--- src/rtl/act_pingpong_mem_if.sv ---
// act_pingpong_mem_if
// Bundles the write, read, swap and status signals of the ping-pong
// activation memory so the block and its users share one port.
//   wr_en, wr_entry, wr_y, wr_x, wr_data : write request and address/word
//   rd_en, rd_entry, rd_y, rd_x           : read request and address
//   swap                                  : exchange write and read banks
//   rd_data, rd_valid, rd_err             : registered read response
//   wr_bank, fill_cnt, full               : bank selection and fill status
// The master modport drives requests; the slave modport is the memory.
interface act_pingpong_mem_if #(
  parameter int ENTRY_NUM = 1,
  parameter int DIM       = 1,
  parameter int DATA_SIZE = 64
);
  localparam int EW  = (ENTRY_NUM > 1) ? $clog2(ENTRY_NUM) : 1;
  localparam int DW  = (DIM > 1) ? $clog2(DIM) : 1;
  localparam int CAP = ENTRY_NUM * DIM * DIM;
  localparam int FW  = ($clog2(CAP + 1) > 1) ? $clog2(CAP + 1) : 1;

  logic                 wr_en;
  logic [EW-1:0]        wr_entry;
  logic [DW-1:0]        wr_y;
  logic [DW-1:0]        wr_x;
  logic [DATA_SIZE-1:0] wr_data;
  logic                 rd_en;
  logic [EW-1:0]        rd_entry;
  logic [DW-1:0]        rd_y;
  logic [DW-1:0]        rd_x;
  logic                 swap;
  logic [DATA_SIZE-1:0] rd_data;
  logic                 rd_valid;
  logic                 rd_err;
  logic                 wr_bank;
  logic [FW-1:0]        fill_cnt;
  logic                 full;

  modport master (
    output wr_en, wr_entry, wr_y, wr_x, wr_data,
    output rd_en, rd_entry, rd_y, rd_x, swap,
    input  rd_data, rd_valid, rd_err, wr_bank, fill_cnt, full
  );

  modport slave (
    input  wr_en, wr_entry, wr_y, wr_x, wr_data,
    input  rd_en, rd_entry, rd_y, rd_x, swap,
    output rd_data, rd_valid, rd_err, wr_bank, fill_cnt, full
  );
endinterface

--- src/rtl/act_pingpong_mem.sv ---
// act_pingpong_mem
// Double-buffered activation map store. One bank is filled by writes while
// the other is read; swap exchanges their roles. Each bank holds ENTRY_NUM
// square DIM x DIM maps of DATA_SIZE-bit words.
// Ports:
//   clk  : sole clock, rising edge
//   rst  : synchronous active-high reset (storage is not cleared)
//   bus  : act_pingpong_mem_if slave modport (requests in, read result and
//          fill status out)
module act_pingpong_mem #(
  parameter     NAME      = "DEFAULT ACT MEM",
  parameter int ENTRY_NUM = 1,
  parameter int DIM       = 1,
  parameter int DATA_SIZE = 64
) (
  input logic               clk,
  input logic               rst,
  act_pingpong_mem_if.slave bus
);
  localparam int EW  = (ENTRY_NUM > 1) ? $clog2(ENTRY_NUM) : 1;
  localparam int DW  = (DIM > 1) ? $clog2(DIM) : 1;
  localparam int CAP = ENTRY_NUM * DIM * DIM;
  localparam int AW  = (CAP > 1) ? $clog2(CAP) : 1;
  localparam int FW  = ($clog2(CAP + 1) > 1) ? $clog2(CAP + 1) : 1;

  // One extra bit so the limits themselves are representable.
  localparam logic [EW:0]   ENTRY_LIM = (EW + 1)'(ENTRY_NUM);
  localparam logic [DW:0]   DIM_LIM   = (DW + 1)'(DIM);
  localparam logic [FW-1:0] CAP_F     = FW'(CAP);

  // The label only identifies the instance; this empty block keeps it referenced.
  if ($bits(NAME) == 0) begin : g_unlabelled
  end

  function automatic logic [AW-1:0] lin_addr(input logic [EW-1:0] e,
                                             input logic [DW-1:0] y,
                                             input logic [DW-1:0] x);
    int a;
    a = (int'(e) * DIM + int'(y)) * DIM + int'(x);
    return AW'(a);
  endfunction

  logic [DATA_SIZE-1:0] mem_q [2][CAP];

  logic                 wr_bank_q, wr_bank_d;
  logic [FW-1:0]        fill_cnt_q, fill_cnt_d;
  logic [DATA_SIZE-1:0] rd_data_q, rd_data_d;
  logic                 rd_valid_q, rd_valid_d;
  logic                 rd_err_q, rd_err_d;

  logic          wr_ok;
  logic          rd_in_range;
  logic [AW-1:0] wr_addr;
  logic [AW-1:0] rd_addr;
  logic          rd_bank;

  always_comb begin
    wr_ok = bus.wr_en
            && ({1'b0, bus.wr_entry} < ENTRY_LIM)
            && ({1'b0, bus.wr_y} < DIM_LIM)
            && ({1'b0, bus.wr_x} < DIM_LIM);
    rd_in_range = ({1'b0, bus.rd_entry} < ENTRY_LIM)
                  && ({1'b0, bus.rd_y} < DIM_LIM)
                  && ({1'b0, bus.rd_x} < DIM_LIM);
    wr_addr = lin_addr(bus.wr_entry, bus.wr_y, bus.wr_x);
    rd_addr = lin_addr(bus.rd_entry, bus.rd_y, bus.rd_x);
    rd_bank = ~wr_bank_q;
  end

  // Swap wins over the fill increment: a write accepted on the swap edge
  // belongs to the old bank and must not count toward the new one.
  always_comb begin
    wr_bank_d  = wr_bank_q;
    fill_cnt_d = fill_cnt_q;
    rd_data_d  = rd_data_q;
    rd_valid_d = 1'b0;
    rd_err_d   = 1'b0;

    if (bus.swap) begin
      wr_bank_d  = ~wr_bank_q;
      fill_cnt_d = '0;
    end else if (wr_ok && (fill_cnt_q != CAP_F)) begin
      fill_cnt_d = fill_cnt_q + 1'b1;
    end

    // Read uses the pre-swap read bank; rd_data holds when idle.
    if (bus.rd_en) begin
      rd_valid_d = 1'b1;
      if (rd_in_range) begin
        rd_data_d = mem_q[rd_bank][rd_addr];
      end else begin
        rd_err_d  = 1'b1;
        rd_data_d = '0;
      end
    end
  end

  always_ff @(posedge clk) begin
    if (rst) begin
      wr_bank_q  <= 1'b0;
      fill_cnt_q <= '0;
      rd_data_q  <= '0;
      rd_valid_q <= 1'b0;
      rd_err_q   <= 1'b0;
    end else begin
      wr_bank_q  <= wr_bank_d;
      fill_cnt_q <= fill_cnt_d;
      rd_data_q  <= rd_data_d;
      rd_valid_q <= rd_valid_d;
      rd_err_q   <= rd_err_d;
    end
  end

  // Storage has no reset; a write presented during reset is discarded.
  always_ff @(posedge clk) begin
    if (!rst && wr_ok) begin
      mem_q[wr_bank_q][wr_addr] <= bus.wr_data;
    end
  end

  assign bus.rd_data  = rd_data_q;
  assign bus.rd_valid = rd_valid_q;
  assign bus.rd_err   = rd_err_q;
  assign bus.wr_bank  = wr_bank_q;
  assign bus.fill_cnt = fill_cnt_q;
  assign bus.full     = (fill_cnt_q == CAP_F);
endmodule
--- src/flat_wrapper.sv ---
// flat-port wrapper written by rule: the top's interface ports become plain ports
module act_pingpong_mem_flat 
#(
  parameter     NAME      = "               ",
  parameter int ENTRY_NUM = 1,
  parameter int DIM       = 1,
  parameter int DATA_SIZE = 64
)
  (clk, rst, bus_wr_en, bus_wr_entry, bus_wr_y, bus_wr_x, bus_wr_data, bus_rd_en, bus_rd_entry, bus_rd_y, bus_rd_x, bus_swap, bus_rd_data, bus_rd_valid, bus_rd_err, bus_wr_bank, bus_fill_cnt, bus_full);
  act_pingpong_mem_if #(.ENTRY_NUM(ENTRY_NUM), .DIM(DIM), .DATA_SIZE(DATA_SIZE)) bus_i ();
  input logic clk;
  input logic rst;
  input wire logic [$bits(bus_i.wr_en)-1:0] bus_wr_en;
  input wire logic [$bits(bus_i.wr_entry)-1:0] bus_wr_entry;
  input wire logic [$bits(bus_i.wr_y)-1:0] bus_wr_y;
  input wire logic [$bits(bus_i.wr_x)-1:0] bus_wr_x;
  input wire logic [$bits(bus_i.wr_data)-1:0] bus_wr_data;
  input wire logic [$bits(bus_i.rd_en)-1:0] bus_rd_en;
  input wire logic [$bits(bus_i.rd_entry)-1:0] bus_rd_entry;
  input wire logic [$bits(bus_i.rd_y)-1:0] bus_rd_y;
  input wire logic [$bits(bus_i.rd_x)-1:0] bus_rd_x;
  input wire logic [$bits(bus_i.swap)-1:0] bus_swap;
  output wire logic [$bits(bus_i.rd_data)-1:0] bus_rd_data;
  output wire logic [$bits(bus_i.rd_valid)-1:0] bus_rd_valid;
  output wire logic [$bits(bus_i.rd_err)-1:0] bus_rd_err;
  output wire logic [$bits(bus_i.wr_bank)-1:0] bus_wr_bank;
  output wire logic [$bits(bus_i.fill_cnt)-1:0] bus_fill_cnt;
  output wire logic [$bits(bus_i.full)-1:0] bus_full;
  assign bus_i.wr_en = bus_wr_en;
  assign bus_i.wr_entry = bus_wr_entry;
  assign bus_i.wr_y = bus_wr_y;
  assign bus_i.wr_x = bus_wr_x;
  assign bus_i.wr_data = bus_wr_data;
  assign bus_i.rd_en = bus_rd_en;
  assign bus_i.rd_entry = bus_rd_entry;
  assign bus_i.rd_y = bus_rd_y;
  assign bus_i.rd_x = bus_rd_x;
  assign bus_i.swap = bus_swap;
  assign bus_rd_data = bus_i.rd_data;
  assign bus_rd_valid = bus_i.rd_valid;
  assign bus_rd_err = bus_i.rd_err;
  assign bus_wr_bank = bus_i.wr_bank;
  assign bus_fill_cnt = bus_i.fill_cnt;
  assign bus_full = bus_i.full;
  act_pingpong_mem #(.NAME(NAME), .ENTRY_NUM(ENTRY_NUM), .DIM(DIM), .DATA_SIZE(DATA_SIZE)) u_core (.clk(clk), .rst(rst), .bus(bus_i));
endmodule
--- config.mk ---
export PLATFORM = sky130hd
export DESIGN_NAME = act_pingpong_mem_flat
export DESIGN_NICKNAME = d
export VERILOG_FILES = /design/src/rtl/act_pingpong_mem_if.sv /design/src/rtl/act_pingpong_mem.sv /design/src/flat_wrapper.sv
export SDC_FILE = /design/constraint.sdc
export NUM_CORES = 1
export LEC_CHECK = 0
export BUFFER_PORTS_ARGS = -buffer_cell sky130_fd_sc_hd__buf_2
export CORE_ASPECT_RATIO = 1.2
export CORE_MARGIN = 8
export CORE_UTILIZATION = 40
export DETAILED_ROUTE_END_ITERATION = 8
export PLACE_DENSITY = 0.58
export SLEW_MARGIN = 0
export SYNTH_ARGS = -nofsm -noshare
export SYNTH_HDL_FRONTEND = slang
export SYNTH_SLANG_ARGS = --single-unit
--- constraint.sdc ---
create_clock -name clk -period 16.3 [get_ports clk]
set_input_delay 3.26 -clock clk [delete_from_list [all_inputs] [get_ports clk]]
set_output_delay 3.26 -clock clk [all_outputs]
set_load 0.05 [all_outputs]
Word level (Yosys, flattened, before mapping):

Memory sizes are Yosys's and may differ from the RTL's.
Index checks and enable logic that the tools add are counted.

* $add $sub $neg: 5
* order comparisons: 9
* mux-type cells: 7
* bitwise operators: 3
* reductions and logical operators: 11

Operator list (count)
* 2-to-1 mux 64 bit: 2
* logical AND 1 bit: 8
* less-than comparator 1 bit, second input constant: 8
* 2-to-1 mux 1 bit: 5
* adder 1 bit: 4
* OR reduction 2 bit: 2
* inverter 1 bit: 3
* adder 1 bit, second input constant: 1
* >= comparator 1 bit, second input constant: 1
* logical NOT 1 bit: 1

* register bits after elaboration: 68
* memory bits (writable): 128
* bits of input ports: 75
* output and inout port bits: 69
* word-level logic and storage cells: 41
* memories: 1

Memories
* u_core.mem_q: depth 2, bits a word 64, read ports 1, clocked after Yosys merged registers in 0, write ports 1, line act_pingpong_mem.sv:43 `logic [DATA_SIZE-1:0] mem_q [2][CAP];`

Logic depth before layout (Yosys ltp):

Gate-level depths: netlist (run 1).

* depth in word-level cells: 7
* mapped depth: 5

Least setup slack after synthesis (run 1):

Ideal clock, no wire load.

* path kind: in2reg
* from: input port bus_wr_entry
* to: memory u_core.mem_q[0][0] (netlist bit) (enable)
* library setup time: 578 ps
* arrival time: 8376 ps
* path slack: 7346 ps
* stages: 2
* buffers on the path: 0
* cells stage by stage: nor4b_1 nor3b_1

* longest elaborated chain between the ends: 7
* elaborated cells between the ends (all ways): 13
* those cells by class: add/sub: 2; order compare: 3; mux: 3; reduce/logical: 5

RTL lines
* start, declared: line flat_wrapper.sv:14 `input wire logic [$bits(bus_i.wr_entry)-1:0] bus_wr_entry;`
* parallel branches: the longest is 6 deep, another holds adder 1 bit
* 2-to-1 mux 1 bit (not written as such) *: line act_pingpong_mem.sv:117 `mem_q[wr_bank_q][wr_addr] <= bus.wr_data;`
* end, declared: line act_pingpong_mem.sv:43

Mark *: on every way between the ends.

Worst setup path in the final report (run 1):

* from: input port bus_wr_entry
* to: memory u_core.mem_q[0][9] (netlist bit) (enable)

Same word-level chain as after synthesis.

==> flow_summary.yaml, run 1 <==
place:
  gp_congestion: 0.737
  place_area_mm2: 0.00802
  dp.cells: 830
  hpwl_um: 9400
  post-place-ws_ns: 10.37
  port_buffers: 143
clock_network:
  cts_resized: 0
  cts-hold-fix-buffers: 0
  post-cts-setup-buffers: 0
  clkLatencyLatePin_ns: 0.42
  cts_sinks: 196
  path_clk_slew_ns: 0.06
  cts.path.max_buffers: 2
  htree_levels: 4
  cts_tree: "yes"
  clockRootBuffer: "clkbuf_16"
  numCtsBuffers: 17
detailed_routing:
  drc_errors: 0
  drt_wl_total_um: 15500
  first_iter_violations: 217
  routedWlPerCell_um: 18.0
  via_per_inst: 4.83
  firstDrtPassIters: 4
  vias: 4163
  antenna_left: 0
timing:
  slew_headroom: 0.255
  setup_slack_ns: 10.92
  final_max_slew_viol_count: 0
  worst_pin_slew_ns: 1.12
  hold_viol: 0
  period_share: 0.330
  rsz0062_at_grt: "false"
  setup_viol: 0
  skew_ns: 0.00678
  min_period_ns: 5.38
  clock.fmax_mhz: 186
  setup_tns_ns: 0
power:
  ir_worst_vdd_uv: 67.7
  power.leakage_nw: 3.26
  p_per_area_mw_per_mm2: 115
synth:
  synth_simple_gate_area_share: 0.0982
  seq_area_frac_synth: 0.729
  muxShareOfSynthArea: 0.101
  synth-adder-area-share: 0
  syn_inst: 492
  synth_compound_area_frac: 0.0461
  synth_area_mm2: 0.00714
  synth_nets: 567
  synth_xor_area_frac: 0.00123
  yosysUniqueCellTypes: 19
  yosys_warnings: 0
  synth_top_family_by_area: "multiplexers"
  synth_seq_cells: 196
  avgSynthCellArea_um2: 14.5
final_layout:
  instances_no_fill: 862
  fin_nets: 704
  layout.area.seq_mm2: 0.00521
  nFillCells: 1576
  final_area_mm2: 0.00856
  antenna_cells: 0
  synthToLayoutAreaGrowth_pct: 19.9
  drive_above_1_share: 0.338
  multi_input_area_mm2: 0.00178
grt:
  grt_antenna_before_repair: 0
  grt_pass1_vias: 4602
  grt_max_degree: 70
  grt_pass1_wl_um: 24100
  overflow: 0
  grtUsageTotal: 0.137
critical_path:
  path_class: "in -> reg"
  critPathLaunch: "bus_wr_entry"
  cp-start-kind: "input pin"
  crit_arrival_ns: 5.43
  cp.required_ns: 16.35
  end_kind: "register"
  r2r-start: "u_core.bus.wr_bank"
  cp_max_fo: 53
die:
  initial_core_util: 0.408
  core-area_mm2: 0.0175
  die_w_um: 138
  die_y_um: 162
  io_pins: 144
  num_rows: 53
  dieArea_mm2: 0.0224
job:
  drv_cap: 0
run_status:
  outcome: "finished, final reports clean"
min_path:
  min_path_type: "reg -> reg"
  hold_start: "u_core.bus.fill_cnt"
[routing by layer]
metal	wire length, um	part of all wire	up-vias	GRT usage
met2	8270	0.53	82	0.255
met5	0	0	-	0
li1	-	-	2011	-
met4	242	0.016	0	0.0559
met3	566	0.036	16	0.0353
met1	6430	0.41	2054	0.145
[cell families (layout without fill, tap and decap cells)]
| group | Yosys count | in the layout |
|---|---|---|
| and+or+nand+nor | 136 | 136 |
| xor gates and xnor gates | 1 | 1 |
| buffers and inverters | 30 | 180 |
| AOI/OAI and AO/OA | 65 | 65 |
| DFF | 196 | 196 |
| muxes | 64 | 64 |
[flip-flops by register name, summed over array words and instances (netlist names)]
register,cells
u_core.mem_q,128
u_core.bus.rd_data,64
u_core.bus.fill_cnt,1
u_core.bus.rd_err,1
u_core.bus.rd_valid,1
u_core.bus.wr_bank,1
[cell usage in the layout (no fill, tap or decap), drive strengths merged]
cell type	n
buf	148
edfxtp	128
dfxtp	68
nor2	66
a21oi	64
mux2	64
nor2b	63
clkbuf	24
clkinvlp	5
and2b	2
clkinv	2
nor4b	2
and3b	1
nor3b	1
o31a	1
nor3	1
xnor2	1
bufinv	1
[worst paths after layout]
| check | cells after the start | endpoint | slack, ns |
|---|---|---|---|
| min | 2 | u_core.bus.fill_cnt | 0.52 |
| max reg2reg | 2 | u_core.mem_q[0][9] | 13.61 |
| min reg2reg | 2 | u_core.bus.fill_cnt | 0.52 |
| max | 4 | u_core.mem_q[0][9] | 10.92 |
[through the flow]
| step | hold slack (ns) | total power [mW] | utilization |
|---|---|---|---|
| after floorplan | 0.549 | 0.587 | - |
| after global placement | 0.488 | 0.606 | 0.458 |
| after detailed placement | 0.506 | 0.607 | 0.458 |
| after CTS | 0.515 | 0.996 | 0.489 |
| after global routing | 0.533 | 1.02 | 0.489 |
| final | 0.518 | 0.985 | 0.489 |
[cell type report]
| type | count | area share |
|---|---|---|
| clock buffers | 24 | 0.0551 |
| clock inverters | 8 | 0.00906 |
| multi-input cells | 266 | 0.208 |
| flip-flops and latches | 196 | 0.608 |
| well taps | 220 | 0.0321 |
| repair buffers | 148 | 0.0879 |
[Yosys cell counts]
master    instances  share of area
clkbuf_1         13         0.0068
nor2_1           66          0.035
o31a_1            1         0.0012
a21oi_1          64          0.045
mux2_1           26          0.041
dfxtp_1          68           0.19
nor4b_1           1         0.0012
nor3_1            1        0.00070
nor4b_2           1         0.0021
and3b_1           1         0.0012
mux2_2           38          0.060
and2b_1           2         0.0021
buf_4             8         0.0084
nor2b_1          63          0.055
xnor2_1           1         0.0012
buf_2             5         0.0035
edfxtp_1        128           0.54
nor3b_1           1         0.0011
buf_6             4         0.0063
[power by group]
| group | total, mW | switching [mW] | internal [mW] |
|---|---|---|---|
| clock network | 0.390 | 0.171 | 0.218 |
| registers | 0.543 | 0.00882 | 0.534 |
| logic | 0.0527 | 0.0307 | 0.0219 |
| total | 0.985 | 0.211 | 0.774 |
[worst max-delay path, stage by stage]
cell,delay (ns)
buf_2,0.09
nor4b_1,0.46
nor3b_2,0.84
buf_4,0.73
(Power assumes the default switching activity.)
==> inputs of run 2 (changes only) <==
==> constraint.sdc (replaced) <==
create_clock -name clk -period 5.2 [get_ports clk]
set_input_delay 1.04 -clock clk [delete_from_list [all_inputs] [get_ports clk]]
set_output_delay 1.04 -clock clk [all_outputs]
set_load 0.05 [all_outputs]
==> run 2 against run 1 <==
Net effect:
- count of clock-buffer cells in the layout is 6 lower
- first-iteration DRC count rose by 2.3%
- cell area rose by 0.45%
- core utilization rose by 0.22 points
- worst setup slack lost 8.7 ns
- register-to-register slack worse by 11 ns
- clock power rose to 3.2 times the previous value
- sequential power rose to 3.1 times the previous value
- clock skew up 0.0047 ns
- critical path type is now reg -> out
- largest cell class unchanged
==> flow_summary.yaml, run 2 (synthesis results as in run 1) <==
timing:
  skew_ns: 0.0115
  period_share: 0.565
  rsz0062_at_grt: "false"
  setup_viol: 0
  worst_pin_slew_ns: 1.07
  min_period_ns: 2.94
  slew_headroom: 0.287
  hold_viol: 0
  setup_tns_ns: 0
  clock.fmax_mhz: 340
  whs_ns: 0.519
  final_max_slew_viol_count: 0
grt:
  grt_antenna_before_repair: 1
  overflow: 0
  grt_max_degree: 69
  grt_pass1_wl_um: 24200
  grt_pass1_vias: 4547
  grtUsageTotal: 0.136
critical_path:
  path_cells: "buf_2"
  path_class: "reg -> out"
  cp-start-kind: "register"
  rrSetupSlack_ns: 2.72
  cp_max_fo: 68
  cp_num_buf_inv: 1
  cp.required_ns: 4.16
  slowest_stage: "dfxtp_4"
  crit_family: "flip-flops"
  end_kind: "output port"
  max_stage_delay_ns: 0.98
  crit_arrival_ns: 1.90
final_layout:
  synthToLayoutAreaGrowth_pct: 20.4
  final_common_cell: "buf_2"
  antenna_cells: 0
  top_register: "u_core.mem_q"
  final_cell_mix: "buf_2 (143), edfxtp_1 (128), dfxtp_1 (67)"
  fin_nets: 705
  drive_above_1_share: 0.345
  largest_reg_flops: 128
  instances_no_fill: 863
clock_network:
  cts-hold-fix-buffers: 0
  cts_tree: "yes"
  cts_sinks: 196
  clkLatencyLatePin_ns: 0.41
  cts.path.max_buffers: 2
  numCtsBuffers: 17
  path_clk_slew_ns: 0.07
  htree_levels: 4
  clockRootBuffer: "clkbuf_16"
  cts_resized: 0
  post-cts-setup-buffers: 0
place:
  port_buffers: 143
  dp.cells: 831
  hpwl_um: 9410
  gp_congestion: 0.704
detailed_routing:
  antenna_left: 0
  first_iter_violations: 222
  vias: 4108
  drt_wl_total_um: 15300
  firstDrtPassIters: 4
  via_per_inst: 4.76
  routedWlPerCell_um: 17.7
  drc_errors: 0
job:
  drv_cap: 0
die:
  dieArea_mm2: 0.0224
  initial_core_util: 0.408
  num_rows: 53
  die_y_um: 162
  die_w_um: 138
  core-area_mm2: 0.0175
  io_pins: 144
power:
  power.leakage_nw: 3.30
  ir_worst_vdd_uv: 200
  p_per_area_mw_per_mm2: 363
run_status:
  outcome: "finished, final reports clean"
min_path:
  min_path_type: "reg -> reg"
[run 2: worst paths after layout]
| check | startpoint | end | cells after the start |
|---|---|---|---|
| setup / recovery | u_core.bus.wr_bank | bus_wr_bank | 1 |
| hold / removal | u_core.bus.fill_cnt | u_core.bus.fill_cnt | 2 |
| setup reg to reg | u_core.bus.wr_bank | u_core.mem_q[1][40] | 1 |
| hold reg to reg | u_core.bus.fill_cnt | u_core.bus.fill_cnt | 2 |
[run 2: final cells by class]
cell class              count  area (um2)
fillers                  1612        8900
well taps                 220         275
multi-input cells         266        1780
clock buffers              18         429
flip-flops and latches    196        5210
repair buffers            149         761
clock inverters            14         145
[run 2: stage by stage]
stage               setup WS [ns]   util  cell area, um2  power [mW]
CTS                          2.22  0.491            8600        3.17
detailed placement           2.08  0.459            8030        1.90
global placement             2.12  0.459            8030        1.90
floorplan                   0.747      -            7150        1.84
finish                       2.26  0.491            8600        3.12
global route                 2.12  0.491            8600        3.23
[run 2: report_power, final]
group | internal, mW | switching (mW)
Clock | 0.679 | 0.575
Sequential | 1.67 | 0.0277
Combinational | 0.0692 | 0.0960
[run 2: metal layers]
layer  track usage  routed length, um  vias to the layer above
li1              -                  -                     2016
met1         0.155               6640                     1987
met2         0.243               7830                       88
met3        0.0370                572                       15
met4        0.0485                234                        2
met5             0                 13                        -
==> inputs of run 3 (changes only) <==
--- a/config.mk
+++ b/config.mk
@@ -5,12 +5,13 @@
 export SDC_FILE = /design/constraint.sdc
 export NUM_CORES = 1
 export LEC_CHECK = 0
+export ABC_AREA = 1
 export BUFFER_PORTS_ARGS = -buffer_cell sky130_fd_sc_hd__buf_2
 export CORE_ASPECT_RATIO = 1.2
 export CORE_MARGIN = 8
 export CORE_UTILIZATION = 40
 export DETAILED_ROUTE_END_ITERATION = 8
-export PLACE_DENSITY = 0.58
+export PLACE_DENSITY = 0.6
 export SLEW_MARGIN = 0
 export SYNTH_ARGS = -nofsm -noshare
 export SYNTH_HDL_FRONTEND = slang
==> constraint.sdc (replaced) <==
create_clock -name clk -period 2.5 [get_ports clk]
set_input_delay 0.5 -clock clk [delete_from_list [all_inputs] [get_ports clk]]
set_output_delay 0.5 -clock clk [all_outputs]
set_load 0.05 [all_outputs]
==> run 3 against run 2 <==
Net effect:
- non-clock buffer count rose by 3
- clock skew down 0.0028 ns
- count of clock-buffer cells in the layout is 7 higher
- die area increased by 0.34%
- sequential share of layout area shrank 0.13 points
- total power rose by 110%
- first-iteration DRC count grew 57%
- sequential cell count unchanged
- final cell count rose by 17%
- area after synthesis is 0.39% higher
- largest cell class unchanged
==> flow_summary.yaml, run 3 <==
run_status:
  outcome: "finished, final reports clean"
final_layout:
  multi_input_area_mm2: 0.00171
  nFillCells: 1607
  layout.area.seq_mm2: 0.00521
  top_register: "u_core.mem_q"
  synthToLayoutAreaGrowth_pct: 20.1
  final_common_cell: "nand2_1"
  fin_nets: 849
  final_cell_mix: "nand2_1 (256), buf_2 (143), edfxtp_1 (128)"
  antenna_cells: 0
  drive_above_1_share: 0.241
  fin_util: 0.490
  largest_reg_flops: 128
power:
  p_per_area_mw_per_mm2: 752
  ir_worst_vdd_uv: 491
  power.leakage_nw: 3.46
synth:
  synth_flop_cell: "edfxtp_1"
  synth_compound_area_frac: 0.0447
  syn_inst: 646
  synth-adder-area-share: 0
  yosys_warnings: 0
  synth_simple_gate_area_share: 0.188
  synth_area_mm2: 0.00717
  synth.top_cells.by_count: "nand2_1 (256), edfxtp_1 (128), dfxtp_1 (68)"
  yosysUniqueCellTypes: 18
  synth_xor_area_frac: 0.00122
  synth_seq_cells: 196
  yosysMostFrequentCell: "nand2_1"
  synthArstFlopShare: 0
  avgSynthCellArea_um2: 11.1
  muxShareOfSynthArea: 0
  synth_top_family_by_area: "simple AND/OR/NAND/NOR gates"
  synth_edf_count: 128
  synth_top_area_cell: "edfxtp_1"
  synth_nets: 721
  seq_area_frac_synth: 0.726
  synth_top_area_frac: 0.536
  ys_top_cells_by_area: "edfxtp_1 (54%), dfxtp_1 (19%), nand2_1 (13%)"
timing:
  setup_viol: 0
  skew_ns: 0.00866
  worst_pin_slew_ns: 0.718
  hold_viol: 0
  clock.fmax_mhz: 514
  whs_ns: 0.266
  slew_headroom: 0.521
  period_share: 0.778
  final_max_slew_viol_count: 0
  min_period_ns: 1.94
  rsz0062_at_grt: "false"
clock_network:
  htree_levels: 4
  post-cts-setup-buffers: 0
  cts-hold-fix-buffers: 0
  cts_sinks: 196
  clkLatencyLatePin_ns: 0.43
  cts_tree: "yes"
  numCtsBuffers: 17
  cts_resized: 0
  clockRootBuffer: "clkbuf_16"
  path_clk_slew_ns: 0.07
  cts.path.max_buffers: 2
die:
  initial_core_util: 0.408
  io_pins: 144
  dieArea_mm2: 0.0225
  num_rows: 53
  die_w_um: 138
  die_y_um: 163
  core-area_mm2: 0.0176
grt:
  overflow: 0
  grt_pass1_wl_um: 25800
  grtUsageTotal: 0.145
  grt_antenna_before_repair: 0
  grt_max_degree: 66
  grt_pass1_vias: 4976
place:
  port_buffers: 143
  hpwl_um: 10400
  gp_congestion: 0.712
detailed_routing:
  vias: 4804
  routedWlPerCell_um: 15.9
  drt_wl_total_um: 16100
  antenna_left: 0
  via_per_inst: 4.77
  drc_errors: 0
  first_iter_violations: 348
  firstDrtPassIters: 5
critical_path:
  crit_arrival_ns: 1.44
  rrSetupSlack_ns: 0.83
  cp.required_ns: 2.00
  cp-start-kind: "register"
  end_kind: "output port"
  path_class: "reg -> out"
  cp_max_fo: 30
job:
  drv_cap: 0
min_path:
  min_path_type: "in -> reg"
==> run 3: through the flow <==
step           setup slack (ns)  area (um2)  cells  setup TNS (ns)  total power, mW
6_report                  0.556        8620   1007               0             6.48
2_1_floorplan            -0.256        7220    646          -32.76             3.87
3_5_place_dp              0.591        8060    975               0             4.02
3_3_place_gp              0.629        8060    975               0             4.01
5_1_grt                   0.494        8620   1007               0             6.71
4_1_cts                   0.532        8620   1007               0             6.55
==> run 3: final timing paths <==
check / startpoint / endpoint / cells after the start
setup reg to reg: u_core.bus.wr_bank / u_core.bus.rd_data[62] / 6
hold reg to reg: u_core.bus.fill_cnt / u_core.bus.fill_cnt / 2
hold / removal: bus_wr_data[3] / u_core.mem_q[1][3] / 1
setup / recovery: u_core.bus.wr_bank / bus_wr_bank / 2
==> run 3: routing by layer <==
metal	up-vias	track usage	part of all wire
met5	-	0	0
met4	0	0.0559	0.018
met3	19	0.0426	0.054
met2	121	0.255	0.51
met1	2236	0.162	0.42
li1	2428	-	-
==> run 3: cell families after synthesis <==
logic type	count (synthesis)
buffers and inverters	51
AND/OR/NAND/NOR	334
AO/OA/AOI/OAI	64
flip-flops	196
XOR/XNOR	1
==> run 3: report_power, final <==
group | total [mW] | switching [mW] | internal (mW)
logic | 0.446 | 0.324 | 0.123
registers | 3.49 | 0.0119 | 3.48
clock network | 2.54 | 1.10 | 1.44
==> run 3: layout make-up <==
type	count	share of cell area
inverter	8	0.00348
clock buffer	25	0.0600
timing repair buffer	152	0.0967
sequential	196	0.604
clock inverter	7	0.00523
tap	220	0.0319
multi-input combinational	399	0.198
==> run 3: critical path: stages, from the launching register on <==
cell and delay [ns]:
dfxtp_2 0.33, buf_4 0.34, buf_2 0.34
